## config.mk

```make
export PLATFORM = sky130hd
export DESIGN_NAME = clock_time_ctrl
export DESIGN_NICKNAME = d
export VERILOG_FILES = /design/src/rtl/clock_time_ctrl.sv
export SDC_FILE = /design/constraint.sdc
export NUM_CORES = 1
export LEC_CHECK = 0
export ABC_AREA = 1
export BUFFER_PORTS_ARGS = -buffer_cell sky130_fd_sc_hd__buf_2
export CAP_MARGIN = 20
export CORE_UTILIZATION = 55
export CTS_BUF_LIST = sky130_fd_sc_hd__clkbuf_4
export CTS_CLUSTER_SIZE = 20
export DETAILED_ROUTE_END_ITERATION = 10
export PLACE_DENSITY = 0.8
export SYNTH_ARGS = -nofsm -noshare
export SYNTH_HDL_FRONTEND = slang
export SYNTH_SLANG_ARGS = --single-unit
```

## constraint.sdc

```tcl
create_clock -name i_clk -period 1.6 [get_ports i_clk]
set_clock_uncertainty 0.05 [all_clocks]
set_input_delay 0.24 -clock i_clk [delete_from_list [all_inputs] [get_ports i_clk]]
set_output_delay 0.24 -clock i_clk [all_outputs]
set_load 0.01 [all_outputs]
```

## src/rtl/clock_time_ctrl.sv

```systemverilog
// Mode/sequencing controller for the wall-clock counter bank (RUN, SET_HOUR, SET_MIN, SET_SEC).
// Optional held-button auto-repeat is built only when AUTOREPEAT_EN is defined.
module clock_time_ctrl #(
`ifdef AUTOREPEAT_EN
   parameter int REPEAT_DELAY  = 8,
   parameter int REPEAT_PERIOD = 4,
`endif
   parameter int TIMEOUT_TICKS = 30
) (
   input  logic       i_clk,
   input  logic       i_rstn,
   input  logic       i_tick,
   input  logic       i_mode_btn,
   input  logic       i_up_btn,
   input  logic       i_down_btn,
   input  logic       i_sec_carry,
   input  logic       i_min_carry,
   output logic       o_sec_up,
   output logic       o_sec_down,
   output logic       o_min_up,
   output logic       o_min_down,
   output logic       o_hour_up,
   output logic       o_hour_down,
   output logic [1:0] o_state,
   output logic       o_blink
);

   typedef enum logic [1:0] {
      RUN      = 2'b00,
      SET_HOUR = 2'b01,
      SET_MIN  = 2'b10,
      SET_SEC  = 2'b11
   } state_e;

   localparam int TO_W = $clog2(TIMEOUT_TICKS + 1);
   localparam logic [TO_W-1:0] TO_LAST = TO_W'(TIMEOUT_TICKS - 1);

   state_e          state_q, state_d;
   logic            modePrev_q, upPrev_q, downPrev_q;
   logic [TO_W-1:0] toCnt_q, toCnt_d;
   logic            blink_q, blink_d;
   logic            stepUp_q, stepUp_d;
   logic            stepDown_q, stepDown_d;
   logic            modeEdge, upEdge, downEdge, oneEdge, inSet;
   logic            rptFire, rptDir;

   assign modeEdge = i_mode_btn & ~modePrev_q;
   assign upEdge   = i_up_btn & ~upPrev_q;
   assign downEdge = i_down_btn & ~downPrev_q;
   assign oneEdge  = upEdge ^ downEdge;
   assign inSet    = (state_q != RUN);

`ifdef AUTOREPEAT_EN
   localparam int RPT_W = $clog2(REPEAT_DELAY + 1);
   localparam logic [RPT_W-1:0] RPT_LAST   = RPT_W'(REPEAT_DELAY - 1);
   localparam logic [RPT_W-1:0] RPT_RELOAD = RPT_W'(REPEAT_DELAY - REPEAT_PERIOD);

   logic             rptActive_q, rptActive_d;
   logic             rptDir_q, rptDir_d;
   logic [RPT_W-1:0] rptCnt_q, rptCnt_d;
   logic             rptHeld;

   assign rptHeld = rptDir_q ? (i_up_btn & ~i_down_btn) : (i_down_btn & ~i_up_btn);
   assign rptDir  = rptDir_q;

   // Counter holds cycles since the edge; after the first repeat it reloads so later ones are a period apart.
   always_comb begin
      rptActive_d = rptActive_q;
      rptDir_d    = rptDir_q;
      rptCnt_d    = rptCnt_q;
      rptFire     = 1'b0;
      if (!inSet || modeEdge) begin
         rptActive_d = 1'b0;
      end else if (oneEdge) begin
         rptActive_d = 1'b1;
         rptDir_d    = upEdge;
         rptCnt_d    = RPT_W'(1);
      end else if (upEdge && downEdge) begin
         rptActive_d = 1'b0;
      end else if (rptActive_q) begin
         if (!rptHeld) begin
            rptActive_d = 1'b0;
         end else if (rptCnt_q == RPT_LAST) begin
            rptFire  = 1'b1;
            rptCnt_d = RPT_RELOAD;
         end else begin
            rptCnt_d = rptCnt_q + 1'b1;
         end
      end
   end

   always_ff @(posedge i_clk or negedge i_rstn) begin
      if (!i_rstn) begin
         rptActive_q <= 1'b0;
         rptDir_q    <= 1'b0;
         rptCnt_q    <= '0;
      end else begin
         rptActive_q <= rptActive_d;
         rptDir_q    <= rptDir_d;
         rptCnt_q    <= rptCnt_d;
      end
   end
`else
   assign rptFire = 1'b0;
   assign rptDir  = 1'b0;
`endif

   // Mode edges win over steps; a same-cycle up+down pair is dropped so 2'b11 is never issued.
   always_comb begin
      state_d    = state_q;
      toCnt_d    = toCnt_q;
      blink_d    = blink_q;
      stepUp_d   = 1'b0;
      stepDown_d = 1'b0;
      if (!inSet) begin
         toCnt_d = '0;
         blink_d = 1'b1;
         if (modeEdge) state_d = SET_HOUR;
      end else if (modeEdge) begin
         toCnt_d = '0;
         blink_d = 1'b1;
         case (state_q)
            SET_HOUR: state_d = SET_MIN;
            SET_MIN:  state_d = SET_SEC;
            default:  state_d = RUN;
         endcase
      end else begin
         if (i_tick) blink_d = ~blink_q;
         if (upEdge || downEdge || rptFire) begin
            toCnt_d = '0;
         end else if (i_tick) begin
            if (toCnt_q == TO_LAST) begin
               state_d = RUN;
               toCnt_d = '0;
               blink_d = 1'b1;
            end else begin
               toCnt_d = toCnt_q + 1'b1;
            end
         end
         if (oneEdge) begin
            stepUp_d   = upEdge;
            stepDown_d = downEdge;
            blink_d    = 1'b1;
         end else if (rptFire) begin
            stepUp_d   = rptDir;
            stepDown_d = ~rptDir;
            blink_d    = 1'b1;
         end
      end
   end

   always_ff @(posedge i_clk or negedge i_rstn) begin
      if (!i_rstn) begin
         state_q    <= RUN;
         modePrev_q <= 1'b0;
         upPrev_q   <= 1'b0;
         downPrev_q <= 1'b0;
         toCnt_q    <= '0;
         blink_q    <= 1'b1;
         stepUp_q   <= 1'b0;
         stepDown_q <= 1'b0;
      end else begin
         state_q    <= state_d;
         modePrev_q <= i_mode_btn;
         upPrev_q   <= i_up_btn;
         downPrev_q <= i_down_btn;
         toCnt_q    <= toCnt_d;
         blink_q    <= blink_d;
         stepUp_q   <= stepUp_d;
         stepDown_q <= stepDown_d;
      end
   end

   // RUN ripples the tick through the carry chain combinationally; set states use the registered steps.
   always_comb begin
      o_sec_up    = 1'b0;
      o_sec_down  = 1'b0;
      o_min_up    = 1'b0;
      o_min_down  = 1'b0;
      o_hour_up   = 1'b0;
      o_hour_down = 1'b0;
      case (state_q)
         RUN: begin
            o_sec_up  = i_tick;
            o_min_up  = i_sec_carry;
            o_hour_up = i_min_carry;
         end
         SET_HOUR: begin
            o_hour_up   = stepUp_q;
            o_hour_down = stepDown_q;
         end
         SET_MIN: begin
            o_min_up   = stepUp_q;
            o_min_down = stepDown_q;
         end
         default: begin
            o_sec_up   = stepUp_q;
            o_sec_down = stepDown_q;
         end
      endcase
   end

   assign o_state = state_q;
   assign o_blink = (state_q == RUN) | blink_q;

endmodule

```

==> flow_metrics.env <==
export IMPL_grt_pass1_wl_um=2760
export IMPL_setup_slack_ps=-108.9
export IMPL_syn_area_per_cell_um2=8.614
export IMPL_slew_viol_final=0
export IMPL_clkLatencyLatePin_ps=290
export IMPL_synth_cell_type_count=24
export IMPL_grt_max_degree=14
export IMPL_cts_tree="built"
export IMPL_die_h_um=40.57
export IMPL_layout_commonest_cell="inv_1"
export IMPL_irDropWorstVdd_uv=1023
export IMPL_core_mm2=0.001350
export IMPL_dp_hpwl_um=1236
export IMPL_outcome="finished with violations"
export IMPL_rsz0062_at_grt="yes"
export IMPL_violations="negative setup slack"
export IMPL_wl_met1_um=788
export IMPL_synth_seq_area_share_pct=39.91
export IMPL_h_tree_depth=1
export IMPL_timing_final_crit_share_pct=106.8
export IMPL_syn_area_um2=818.3
export IMPL_syn2layout_area_growth_pct=36.54
export IMPL_vias=702
export IMPL_gr_usage_all_layers_pct=26.97
export IMPL_grt_pass1_vias=630
export IMPL_cp_start_kind="flop"
export IMPL_post_drt_wl_per_cell_um=13.76
export IMPL_setup_viol=3
export IMPL_drc=0
export IMPL_overflow=0
export IMPL_required_ps=1310
export IMPL_initial_core_util_pct=60.61
export IMPL_cts_root_buffer="clkbuf_4"
export IMPL_die_w_um=40.57
export IMPL_portBuffers=16
export IMPL_whs_ps=17.63
export IMPL_hold_viol=0
export IMPL_synth_seq_cells=13
export IMPL_worst_pin_slew_ps=293.0
export IMPL_relSlewSlack_pct=80.46
export IMPL_drive_gt1_share_pct=37.19
export IMPL_die_area_mm2=0.001646
export IMPL_hp_class="in2reg"
export IMPL_multi_input_area_um2=500.5
export IMPL_antenna_found_initial=0
export IMPL_register_area_um2=326.6
export IMPL_cts_buffers=3
export IMPL_drt_iter0_markers=10
export IMPL_pin_count=17
export IMPL_clk_pin_slew_ps=80
export IMPL_route_met3_wl_um=84
export IMPL_utilization_pct=82.76
export IMPL_cts_buffer_depth=2
export IMPL_end_kind="output pin"
export IMPL_globalplace_congestion=0.8257
export IMPL_critical_path_arrival_ps=1420
export IMPL_antenna_cells=0
export IMPL_drv_cap=0
export IMPL_worstPathMaxFanout=3
export IMPL_clock_fmax_ghz=0.5852
export IMPL_ant_nets=0
export IMPL_wl_met2_um=963
export IMPL_finalCriticalPeriod_ps=1709
export IMPL_rows=13
export IMPL_vias_per_cell=5.162
export IMPL_syn_nets=114
export IMPL_leakagePower_uw=0.0005725
export IMPL_cts_sinks=13
export IMPL_fill_cells=78
export IMPL_netlist_instances=95
export IMPL_yosys_warnings=0
export IMPL_nNetsFinal=141
export IMPL_dr_max_layer_used="met4"
export IMPL_powerDensity_mw_per_mm2=1235
export IMPL_drt_total_wl_um=1872
export IMPL_first_pass_iters=4
export IMPL_crit_type="reg2out"
export IMPL_mostFrequentLayoutCells="17 x inv_1, 15 x nand2_1, 13 x buf_2, 12 x dfrtp_1, 8 x nor2_1"
state kept, by name, indices dropped and copies added, names as in the netlist:
name        cells
o_state         2
downPrev_q      1
blink_q         1
stepUp_q        1
upPrev_q        1
modePrev_q      1
stepDown_q      1
toCnt_q         5
what timing repair did:
| action | 4_1_cts | 5_1_grt |
|---|---|---|
| pin swaps | 2 | 6 |
| gates resized for setup | 14 | 9 |
| hold endpoints to repair | 12 | 0 |
| setup endpoints to repair | 4 | 10 |
| hold buffers | 1 | 0 |
| buffers inserted | 2 | 0 |
worst paths after layout:
check / startpoint / depth (start not counted) / slack, ps / endpoint
max in group asynchronous: i_rstn / 2 / 900 / blink_q
setup / recovery: o_state[1] / 5 / -110 / o_min_up
min in group asynchronous: i_rstn / 2 / 330 / stepDown_q
hold / removal: i_up_btn / 1 / 20 / upPrev_q
setup reg to reg: o_state[1] / 8 / 10 / toCnt_q[2]
hold reg to reg: toCnt_q[0] / 1 / 520 / toCnt_q[0]
cell usage after synthesis, drive strengths merged:
master | number | area, µm²
a211oi | 1 | 7.510
a21boi | 2 | 15.02
a21oi | 2 | 13.76
a22o | 2 | 20.02
and3 | 1 | 6.260
dfrtp | 12 | 300.3
dfstp | 1 | 26.28
ha | 11 | 137.6
inv | 20 | 75.07
mux2i | 1 | 10.01
nand2 | 18 | 72.57
nand3 | 7 | 40.04
nand4 | 1 | 6.260
nor2 | 10 | 52.55
o21ai | 3 | 15.01
o22ai | 1 | 6.260
o31ai | 1 | 7.510
or2 | 1 | 6.260
per-layer routing:
layer,up-vias,global-route usage (%)
li1,356,-
met1,322,30.90
met2,19,46.03
met3,5,5.556
met4,0,15.00
met5,-,0
stage by stage:
stage	power, µW	area, µm²	TNS, ps	worst slack, ps	std cells
2_1_floorplan	683.0	818.3	0	15.31	95
3_3_place_gp	842.9	939.7	0	109.1	129
3_5_place_dp	867.3	939.7	0	20.78	129
4_1_cts	1295	1067	-219.2	-84.29	136
5_1_grt	1461	1117	-774.1	-135.1	136
6_report	1380	1117	-274.5	-108.9	136
cell families after synthesis:
kind of cell	Yosys count	synth area share (%)
buffers and inverters	20	9.174
AO/OA/AOI/OAI	12	10.40
multiplexers	1	1.223
adder cells (fa/ha/maj)	11	16.82
AND/OR/NAND/NOR	38	22.48
flip-flops	13	39.91
power by group:
part	internal [µW]	switching, µW	total (µW)
Sequential	373	40.1	413
Combinational	373	367	740
Clock	114	114	228
Total	859	521	1380
critical path, stage by stage, from the launching register on:
cell and delay [ps]:
dfrtp_1 390, inv_2 80, ha_4 190, buf_12 130
a22o_4 230, buf_6 120
area by class of cell:
type,instances,share of cell area [%]
Clock buffer,4,2.688
Tap cell,15,1.680
Multi-Input combinational cell,62,44.79
Inverter,20,6.719
Sequential cell,13,29.23
Timing Repair Buffer,22,14.89
(Power assumes the default switching activity.)
